### src/rtl/pin_entry_ctrl.sv
// Keypad PIN collector: BCD digit assembly, edit keys, inactivity abort, attempt lockout.
// All outputs registered, one cycle after the causing input; no backpressure (strobes are accepted or dropped).
module pin_entry_ctrl #(
  parameter int DIGITS         = 4,
  parameter int TIMEOUT_CYCLES = 1000,
  parameter int MAX_ATTEMPTS   = 3,
  parameter int TO_W           = 16
) (
  input  logic                              clk,
  input  logic                              rst,
  input  logic                              key_valid,
  input  logic [3:0]                        key_code,
  input  logic                              verify_done,
  input  logic                              verify_ok,
  input  logic                              unlock,
  output logic [4*DIGITS-1:0]               pin_out,
  output logic                              pin_load,
  output logic [$clog2(DIGITS+1)-1:0]       digit_cnt,
  output logic                              entry_active,
  output logic                              timeout,
  output logic                              granted,
  output logic                              locked,
  output logic [$clog2(MAX_ATTEMPTS+1)-1:0] attempts
);

  localparam int CW = $clog2(DIGITS+1);
  localparam int AW = $clog2(MAX_ATTEMPTS+1);

  localparam logic [3:0] KEY_BS  = 4'hA;
  localparam logic [3:0] KEY_CLR = 4'hB;

  typedef enum logic [1:0] {
    S_IDLE,
    S_ENTRY,
    S_WAIT_VERIFY,
    S_LOCKED
  } state_t;

  state_t           state;
  logic [TO_W-1:0]  timer;
  logic             key_acc;
  logic             key_digit;
  logic [4*DIGITS-1:0] pin_shift;

  // Reserved codes 0xD-0xF never count as activity.
  assign key_acc   = key_valid && (key_code <= 4'hC);
  assign key_digit = key_valid && (key_code <= 4'h9);
  assign pin_shift = {pin_out[4*DIGITS-5:0], key_code};

  always_ff @(posedge clk) begin
    if (rst) begin
      state        <= S_IDLE;
      pin_out      <= '0;
      digit_cnt    <= '0;
      attempts     <= '0;
      timer        <= '0;
      pin_load     <= 1'b0;
      timeout      <= 1'b0;
      granted      <= 1'b0;
      entry_active <= 1'b0;
      locked       <= 1'b0;
    end else begin
      pin_load <= 1'b0;
      timeout  <= 1'b0;
      granted  <= 1'b0;
      unique case (state)
        S_IDLE: begin
          if (key_digit) begin
            pin_out      <= pin_shift;
            digit_cnt    <= CW'(1);
            timer        <= '0;
            state        <= S_ENTRY;
            entry_active <= 1'b1;
          end
        end
        S_ENTRY: begin
          if (key_acc) begin
            timer <= '0;
            if (key_digit) begin
              if (digit_cnt != CW'(DIGITS)) begin
                pin_out   <= pin_shift;
                digit_cnt <= digit_cnt + CW'(1);
              end
            end else if (key_code == KEY_BS) begin
              pin_out   <= pin_out >> 4;
              digit_cnt <= digit_cnt - CW'(1);
              if (digit_cnt == CW'(1)) begin
                state        <= S_IDLE;
                entry_active <= 1'b0;
              end
            end else if (key_code == KEY_CLR) begin
              pin_out      <= '0;
              digit_cnt    <= '0;
              state        <= S_IDLE;
              entry_active <= 1'b0;
            end else if (digit_cnt == CW'(DIGITS)) begin
              // pin_out already holds the full PIN, so the latch captures it on this strobe.
              pin_load     <= 1'b1;
              state        <= S_WAIT_VERIFY;
              entry_active <= 1'b0;
            end
          end else if (timer == TO_W'(TIMEOUT_CYCLES-1)) begin
            timeout      <= 1'b1;
            pin_out      <= '0;
            digit_cnt    <= '0;
            timer        <= '0;
            state        <= S_IDLE;
            entry_active <= 1'b0;
          end else begin
            timer <= timer + TO_W'(1);
          end
        end
        S_WAIT_VERIFY: begin
          if (verify_done) begin
            pin_out   <= '0;
            digit_cnt <= '0;
            if (verify_ok) begin
              granted  <= 1'b1;
              attempts <= '0;
              state    <= S_IDLE;
            end else begin
              attempts <= attempts + AW'(1);
              if (attempts == AW'(MAX_ATTEMPTS-1)) begin
                state  <= S_LOCKED;
                locked <= 1'b1;
              end else begin
                state <= S_IDLE;
              end
            end
          end
        end
        S_LOCKED: begin
          if (unlock) begin
            attempts <= '0;
            locked   <= 1'b0;
            state    <= S_IDLE;
          end
        end
        default: state <= S_IDLE;
      endcase
    end
  end

endmodule

### config.mk
export PLATFORM = sky130hd
export DESIGN_NAME = pin_entry_ctrl
export DESIGN_NICKNAME = d
export VERILOG_FILES = /design/src/rtl/pin_entry_ctrl.sv
export SDC_FILE = /design/constraint.sdc
export NUM_CORES = 1
export LEC_CHECK = 0
export CORE_UTILIZATION = 39
export CTS_BUF_LIST = sky130_fd_sc_hd__clkbuf_8
export CTS_CLUSTER_DIAMETER = 50
export DETAILED_ROUTE_END_ITERATION = 6
export GPL_TIMING_DRIVEN = 1
export RECOVER_POWER = 50
export SLEW_MARGIN = 20
export SYNTH_ARGS = -nofsm -noshare
export SYNTH_HDL_FRONTEND = slang
export SYNTH_SLANG_ARGS = --single-unit
export TNS_END_PERCENT = 1
### constraint.sdc
create_clock -name clk -period 2 [get_ports clk]
set_input_delay 0.2 -clock clk [delete_from_list [all_inputs] [get_ports clk]]
set_output_delay 0.2 -clock clk [all_outputs]
set_load 0.02 [all_outputs]
; Word-level counts from Yosys, hierarchy flattened
; Index checks and enable logic that the tools add are counted.
[classes]
bitwise_logic = 4
magnitude_cmp = 2
n_reduce_logical = 15
n_mux = 55
n_addsub = 4
eq_ne = 21
[op_table]
columns = operator, count
row1 = $mux 16, 11
row2 = $pmux 16 s3, 1
row3 = $pmux 16 s2, 1
row4 = $mux 2, 14
row5 = $mux 3, 8
row6 = $add 16x1->16 const B, 1
row7 = $eq 16x10->1 const B, 1
row8 = $mux 1, 15
row9 = $reduce_and 6->1, 2
row10 = $ne 2x2->1 const B, 5
row11 = $ne 5x5->1 const B, 2
row12 = $ne 3x3->1 const B, 3
row13 = $pmux 3 s3, 1
row14 = $eq 4x4->1 const B, 2
row15 = $le 4x4->1 const B, 2
row16 = $ne 4x4->1 const B, 2
row17 = $pmux 2 s4, 1
row18 = $reduce_and 7->1, 1
row19 = $eq 2x2->1 const B, 3
row20 = $reduce_or 3->1, 2
row21 = $reduce_or 6->1, 1
row22 = $reduce_and 5->1, 1
row23 = $not 1->1, 4
row24 = $pmux 1 s2, 2
row25 = other kinds (13), 15
[totals]
elab_cells = 111
reg_bits = 44
in_bits = 10

; Logic depth before layout (Yosys ltp)
; Gate-level depths: netlist (run 1).
[logic_depth]
ltp_word = 7
mapped_depth = 10
mapped_depth_nobuf = 7

; Worst setup path before layout (run 1)
; Ideal clock, no wire load.
[synth_timing]
kind = register -> register
from = register state[1]
to = register digit_cnt[1]
required_time_ps = 1930
arrival_ps = 1903
path_stages_with_launch = 9
path_slack_ps = 27
path_buffers = 1
period_less_slack_ps = 1973
path_cell_list = dfxtp_1 > inv_1 > ha_1 > and2_1 > clkbuf_1 > a31oi_2 > o221ai_2 > or4_1 > a21oi_1
[synth_between]
elab_chain_cells = 3
[synth_lines]
columns = item, line
row1 = from (decl), 39  ; state_t state;
row2 = from (signal assigned), 52  ; state <= S_IDLE;
row3 = from (signal assigned), 72  ; state <= S_ENTRY;
row4 = from (signal assigned), 88  ; state <= S_IDLE;
row5 = "$eq 2x1->1, or another cell as far along", 66  ; unique case (state)
row6 = "$ne 5x5->1 (no source line), or another cell as far along", -
row7 = $reduce_and 6->1 (no source line), -
row8 = to (signal assigned), 82  ; digit_cnt <= digit_cnt + CW'(1);
row9 = to (signal assigned), 86  ; digit_cnt <= digit_cnt - CW'(1);
row10 = to (decl), 18  ; output logic [$clog2(DIGITS+1)-1:0] digit_cnt,
; Parallel ways exist; a longest one is shown, timed or not.
; A chain may end at the register's enable or synchronous reset.

; Worst setup path in the final report (run 1)
; Ends and elaborated chain as after synthesis.

==> metrics.md, run 1 <==
| Metric | Value |
|---|---|
| Setup ws final | `72.3 ps` |
| Crit Reg-Reg Startpoint | `state[1]$_SDFFE_PP0P_` |
| Syn. warnings | `0` |
| Critical path capture point type | `flop` |
| WL final | `7.20 mm` |
| Ys flop type | `dfxtp_1` |
| Commonest cells in the netlist | `dfxtp_1 (44), a21oi_1 (28), nand2_1 (22), o21ai_0 (22), nor2_1 (16)` |
| H-tree levels | `2` |
| # setup viols final | `0` |
| Final Instance Area | `3480 µm²` |
| Syn Area/Cell | `8.56 µm²` |
| Share of cells above drive strength 1 | `23.4%` |
| DRT iter0 DRCs | `159` |
| Syn nets | `322` |
| Max-cap violation count | `0` |
| Post-synthesis cell count | `302` |
| Setup crit start kind | `flop` |
| Post-Syn Area | `2590 µm²` |
| Cell with the most instances after synthesis | `dfxtp_1` |
| Initial antenna violation count | `0` |
| Setup Crit Path Kind | `flop to flop` |
| Type of the tightest min-delay check | `flop to flop` |
| Final Hold Violating Endpoints | `0` |
| Drt drc | `0` |
| Reg2reg end | `digit_cnt[1]$_SDFFE_PP0P_` |
| CP Max Fanout | `5` |
| Actual slew at the worst max-slew pin | `570 ps` |
| Wire per inst | `15.9 µm` |
| I/O Pins | `36` |
| Worst reg2reg path depth | `7` |
| Vias in the first global route | `2410` |
| Buffers & Inverters on Critical Path | `1` |
| Peak VDD IR | `0.000560 V` |
| Worst hold start | `pin_out[13]$_SDFFE_PP0P_` |
| First-pass GRT wire length | `11.9 mm` |
| Static leakage | `0.00124 µW` |
| Core Area | `6390 µm²` |
| GRT Total Usage | `21.1%` |
| Crit-path cells | `inv_1 -> ha_2 -> and2_2 -> a31oi_2 -> o221ai_2 -> or4_1 -> a21oi_1` |
| CTS Root Cell | `clkbuf_8` |
| Routed vias/inst | `5.67` |
| Reg clk slew, reported paths | `90 ps` |
| Delay-heaviest family, CP | `simple AND/OR/NAND/NOR gates` |
| Worst EP arrival | `2160 ps` |
| Post-Place Cell Area | `3260 µm²` |
| Top post-synthesis cells by area | `dfxtp_1 (34%), a21oi_1 (5.4%), ha_1 (4.8%), o21ai_0 (4.3%), a22oi_1 (3.2%)` |
| Worst Hold End | `pin_out[13]$_SDFFE_PP0P_` |
| Post-synth EDFFs | `0` |
| Pre-CTS WS | `-179 ps` |
| Final GP Congestion | `0.877` |
| Clock latency on the worst-skew pair | `300 ps` |
| Outcome | `completed` |
| Final period util | `96.4%` |
| Library cells used by synthesis | `63` |
| Min Clock Period, post-route | `1930 ps` |
| Port bufs | `35` |
| Worst Hold Depth | `2` |
| Seq/Total Area, Yosys | `34.1%` |
| CTS Buf Count | `5` |
| Clk buf depth | `2` |
| Nets | `395` |
| Die area | `6960 µm²` |
| Largest net degree at the start of global routing | `22` |
| Total number of vias | `2570` |
| Post-CTS Hold Fix Bufs | `0` |
| Critical path's slowest cell | `or4_1` |
| CTS tree | `built` |
| F_max | `519 MHz` |
| Die Wd | `83.4 µm` |
| Die Ht | `83.4 µm` |
| # fillers | `607` |
| Initial core utilization | `40.5%` |
| Grt ovf | `0` |
| DRT antenna net count | `0` |
| Worst path max stage delay | `520 ps` |
| Detailed placement HPWL | `5.21 mm` |
| Required @ worst endpoint | `2240 ps` |
| Ys async rst share | `0%` |
| Setup_tns | `0 ps` |
| Rows | `29` |
| TritonRoute pass-1 iters | `5` |
| CTS sink cnt | `44` |
| Slew headroom | `61.6%` |
| Synth Register Bits | `44` |
| Clock skew | `7.25 ps` |
| Count of final max-slew check failures | `0` |
| Share of the synthesized area in the top cell type | `34.1%` |
| P per Cell Area | `910 nW/µm²` |
| Worst reg2reg setup slack | `70 ps` |
| ANT cells | `0` |
| Layout area overhead | `34.5%` |
| Area leader, netlist | `dfxtp_1` |
## metrics by stage
stage / hold slack, ps / total power, µW / std cells / util, %
2_1_floorplan: 356 / 1840 / 302 / -
3_3_place_gp: 476 / 2310 / 440 / 51.0
3_5_place_dp: 484 / 2320 / 440 / 51.0
4_1_cts: 493 / 3090 / 448 / 53.2
5_1_grt: 519 / 3320 / 453 / 54.5
6_report: 494 / 3170 / 453 / 54.5
## routing by layer
| metal | up-vias | share of wire (%) | wire (µm) | GRT usage [%] |
|---|---|---|---|---|
| li1 | 1289 | - | - | - |
| met1 | 1215 | 50 | 3590 | 30.8 |
| met2 | 60 | 45 | 3260 | 32.3 |
| met3 | 6 | 3.7 | 268 | 3.68 |
| met4 | 0 | 1.0 | 74 | 5.08 |
| met5 | - | 0 | 0 | 0 |
## power by group
group          internal, µW  switching [µW]
Clock                   441             328
Combinational           626             678
Sequential              981             111
Total                  2050            1120
## worst register-to-register path: cells and delay by family, from the launching register on
kind	cells	cell delay (ps)
AOI/OAI and AO/OA	3	520
and+or+nand+nor	2	760
buffers and inverters	1	60
DFF	1	340
adders and majority gates	1	200
## worst max path at each step
stage                                     start                        end  cells after the start
after floorplan           state[1]$_SDFFE_PP0P_  digit_cnt[1]$_SDFFE_PP0P_                      8
after CTS                 state[0]$_SDFFE_PP0P_      timer[1]$_SDFFE_PP0P_                      8
after detailed placement            key_code[1]      timer[9]$_SDFFE_PP0P_                      7
final                     state[1]$_SDFFE_PP0P_  digit_cnt[1]$_SDFFE_PP0P_                      7
after global routing      timer[1]$_SDFFE_PP0P_  digit_cnt[1]$_SDFFE_PP0P_                      6
after global placement              key_code[1]    pin_out[4]$_SDFFE_PP0P_                      7
## cell usage in the layout (no fill, tap or decap), drive strengths merged, types with 8 or more instances in the layout
master,netlist,layout
clkdlybuf4s50,0,32
a22oi,11,11
nand2,22,22
a211oi,13,13
buf,11,48
clkbuf,7,8
nor2,17,17
nand3,11,11
o21ai,23,23
a21oi,30,30
ha,10,10
inv,14,14
nand4,9,9
dfxtp,44,44
nor3,11,11
## kinds of logic (layout without fill, tap and decap cells)
family	count (synthesis)	after routing	share of synthesized area [%]
AO/OA/AOI/OAI	106	106	29.5
XOR/XNOR	4	4	1.35
adder cells (fa/ha/maj)	10	10	4.84
buffers and inverters	32	106	6.53
flip-flops	44	44	34.1
multiplexers	4	4	1.55
AND/OR/NAND/NOR	102	102	22.2
## cell type report
class	instances	area (µm²)	share of cell area, %
Tap cell	77	96.3	2.77
Clock inverter	1	30.0	0.863
Timing Repair Buffer	84	727	20.9
Sequential cell	44	882	25.4
Multi-Input combinational cell	226	1590	45.8
Clock buffer	7	96.3	2.77
Inverter	14	52.6	1.51
## repair_timing
action / 4_1_cts / 5_1_grt
resized for setup: 2 / 13
endpoints found under the setup margin: 1 / 33
buffers inserted: 0 / 5
cloned: 0 / 0
pin swaps: 0 / 2
## flip-flops by register name (all words and copies together), names as in the netlist
name	cells
attempts	2
digit_cnt	3
entry_active	1
granted	1
locked	1
pin_load	1
pin_out	16
state	2
timeout	1
timer	16
Power figures use the tool's default switching activity.
==> inputs of run 2 (changes only) <==
ABC_CLOCK_PERIOD_IN_PS = 2000   (was not set)
CORE_UTILIZATION = 51   (was 39)
PLACE_DENSITY = 0.78   (was not set)
==> run 2 against run 1 <==
Effect of this change: the run now ends with setup timing left; fmax decreased by 4.2%; flip-flop and latch count is the same; critical path type unchanged; highest routed layer unchanged; total power is 3.6% lower; die area fell by 23%; combinational power up 7%; final cell count rose by 1.1%.
==> metrics.md, run 2 (synthesis results as in run 1) <==
| Metric | Value |
|---|---|
| Final GP Congestion | `0.966 (+10%)` |
| Clk pwr share | `18.9% (-5.4 points)` |
| Reg2reg end | `digit_cnt[1]$_SDFFE_PP0P_` |
| H-tree levels | `2 (unchanged)` |
| Crit Reg-Reg Startpoint | `state[1]$_SDFFE_PP0P_` |
| Most common cell after layout, fill and taps aside | `buf_4` |
| Type of the tightest min-delay check | `flop to flop` |
| Switching share of total power | `37.6% (+2.3 points)` |
| Violated checks | `setup timing` |
| Clock latency on the worst-skew pair | `310 ps (about the same)` |
| Die Wd | `73.2 µm (-12%)` |
| Commonest cells after routing, fill and taps aside | `buf_4 (58), dfxtp_1 (41), a21oi_1 (27)` |
| Actual slew at the worst max-slew pin | `650 ps (+80.2 ps)` |
| Worst EP arrival | `2260 ps (+100 ps)` |
| Worst reg2reg setup slack | `-10 ps (-80 ps)` |
| CTS tree | `built` |
| Worst Hold Depth | `2 (unchanged)` |
| Routed vias/inst | `6.09 (+7.3%)` |
| Internal power | `1900 µW (-7.0%)` |
| CTS Buf Count | `5 (unchanged)` |
| Setup crit start kind | `flop` |
| Share of cells above drive strength 1 | `26.9% (+3.4 points)` |
| Wire per inst | `16.4 µm (+3.1%)` |
| Worst Hold End | `pin_out[12]$_SDFFE_PP0P_` |
| # setup viols final | `1 (+1)` |
| Die area | `5360 µm² (-23%)` |
| Clock skew | `8.85 ps (+1.60 ps)` |
| Initial antenna violation count | `0 (unchanged)` |
| Drt drc | `0 (unchanged)` |
| CTS sink cnt | `44 (unchanged)` |
| GRT Total Usage | `29.4% (+8.3 points)` |
| Reg clk slew, reported paths | `90 ps (about the same)` |
| RSZ-0062 raised after global routing | `yes` |
| Sequential power share | `35.5% (+1.0 points)` |
| Max-cap violation count | `0 (unchanged)` |
| Combinational Power Share | `45.6% (+4.4 points)` |
| Worst reg2reg path depth | `8 (+1)` |
| Setup Crit Path Kind | `flop to flop` |
| Fin cells | `458 (+1.1%)` |
| Post-CTS Hold Fix Bufs | `0 (unchanged)` |
| Peak VDD IR | `0.000696 V (+24%)` |
| Rows | `25 (-14%)` |
| Initial core utilization | `54.0% (+14 points)` |
| Crit-path cells | `inv_1 -> ha_2 -> and2_4 -> a31oi_4 -> o221ai_2 -> buf_6 -> or4_1 -> a21oi_2` |
| DRT antenna net count | `0 (unchanged)` |
| Layout area overhead | `38.3%` |
| P_sw | `1150 µW (+2.6%)` |
| F_max | `497 MHz (-4.2%)` |
| Nets | `410 (+3.8%)` |
| Core Area | `4790 µm² (-25%)` |
| I/O Pins | `36 (unchanged)` |
| Detailed placement HPWL | `5.20 mm (-0.28%)` |
| Tightest hold margin | `494 ps (-0.474 ps)` |
| Worst path max stage delay | `530 ps (about the same)` |
| ANT cells | `0 (unchanged)` |
| Critical path capture point type | `flop` |
| Dpl cells | `445 (+1.1%)` |
| First-pass GRT wire length | `12.0 mm (+1.2%)` |
| P per Cell Area | `853 nW/µm² (-6.3%)` |
| Pre-CTS WS | `-469 ps (-290 ps)` |
| Count of final max-slew check failures | `0 (unchanged)` |
| Clk buf depth | `2 (unchanged)` |
| Final period util | `101% (+4.2 points)` |
| Static leakage | `0.00133 µW (+7.1%)` |
| Slew headroom | `56.6% (-5.0 points)` |
| Required @ worst endpoint | `2250 ps (about the same)` |
| Largest regs | `pin_out x16, timer x16, digit_cnt x3` |
| Final Hold Violating Endpoints | `0 (unchanged)` |
| WL final | `7.50 mm (+4.2%)` |
| Setup_tns | `-11.2 ps (-11.2 ps)` |
| TritonRoute pass-1 iters | `5 (unchanged)` |
| Vias in the first global route | `2537 (+5.3%)` |
| CP Max Fanout | `7 (+2)` |
| Worst hold start | `pin_out[12]$_SDFFE_PP0P_` |
| Total number of vias | `2789 (+8.5%)` |
| Setup ws final | `-11.2 ps (-83.5 ps)` |
| Port bufs | `35 (unchanged)` |
| # fillers | `358 (-41%)` |
| Min Clock Period, post-route | `2010 ps (+83.5 ps)` |
| Total power | `3050 µW (-3.6%)` |
| Largest net degree at the start of global routing | `20 (-9.1%)` |
| Outcome | `complete, but fails checks` |
| Grt ovf | `0 (unchanged)` |
| Critical path's slowest cell | `or4_1` |
| Die Ht | `73.2 µm (-12%)` |
| DRT iter0 DRCs | `205 (+29%)` |
| CTS Root Cell | `clkbuf_8` |
-- run 2: worst max-delay path by stage --
stage | from | end | slack (ps) | depth (start not counted)
6_report | state[1]$_SDFFE_PP0P_ | digit_cnt[1]$_SDFFE_PP0P_ | -10 | 8
5_1_grt | timer[1]$_SDFFE_PP0P_ | digit_cnt[1]$_SDFFE_PP0P_ | -100 | 7
4_1_cts | timer[15]$_SDFFE_PP0P_ | digit_cnt[1]$_SDFFE_PP0P_ | 2 | 6
3_5_place_dp | key_code[2] | pin_out[2]$_SDFFE_PP0P_ | -470 | 6
3_3_place_gp | key_code[2] | pin_out[2]$_SDFFE_PP0P_ | -310 | 6
2_1_floorplan | state[1]$_SDFFE_PP0P_ | digit_cnt[1]$_SDFFE_PP0P_ | 30 | 8
-- run 2: critical path: cells and delay by family, from the launching register on --
kind                     cells  cell delay, ps
AO/OA/AOI/OAI                3             500
adder cells (fa/ha/maj)      1             190
flip-flops                   1             340
buffers and inverters        2             220
AND/OR/NAND/NOR              2             710
-- run 2: power groups by stage --
stage / logic [µW] / registers (µW) / clock network, µW
finish: 1390 / 1080 / 577
global route: 1480 / 1090 / 605
CTS: 1280 / 1080 / 582
detailed placement: 1250 / 1090 / 0
global placement: 1220 / 1090 / 0
floorplan: 638 / 1200 / 0
-- run 2: timing repair --
item                       CTS  global route
resized for setup           12             7
pin swaps                    4             2
buffers inserted             0             5
setup endpoints to repair   20            38
-- run 2: layer usage --
layer | wire length, µm | vias to the layer above | GRT usage [%] | share of wire (%)
met3 | 469 | 23 | 6.35 | 6.3
met1 | 3290 | 1336 | 39.0 | 44
met5 | 0 | - | 0 | 0
met2 | 3570 | 118 | 46.1 | 48
met4 | 173 | 0 | 12.4 | 2.3
li1 | - | 1312 | - | -
-- run 2: cell type report --
type	instances	area, µm²	share of cell area (%)
multi-input cells	226	1590	44.5
flip-flops and latches	44	885	24.7
repair buffers	99	872	24.4
well taps	67	83.8	2.34
clock buffers	5	68.8	1.92
inverters	14	52.6	1.47
clock inverters	3	23.8	0.665
-- run 2: through the flow --
step	area [µm²]	util (%)
floorplan	2590	-
global placement	3360	70.2
detailed placement	3360	70.2
CTS	3490	72.9
global route	3580	74.7
finish	3580	74.7
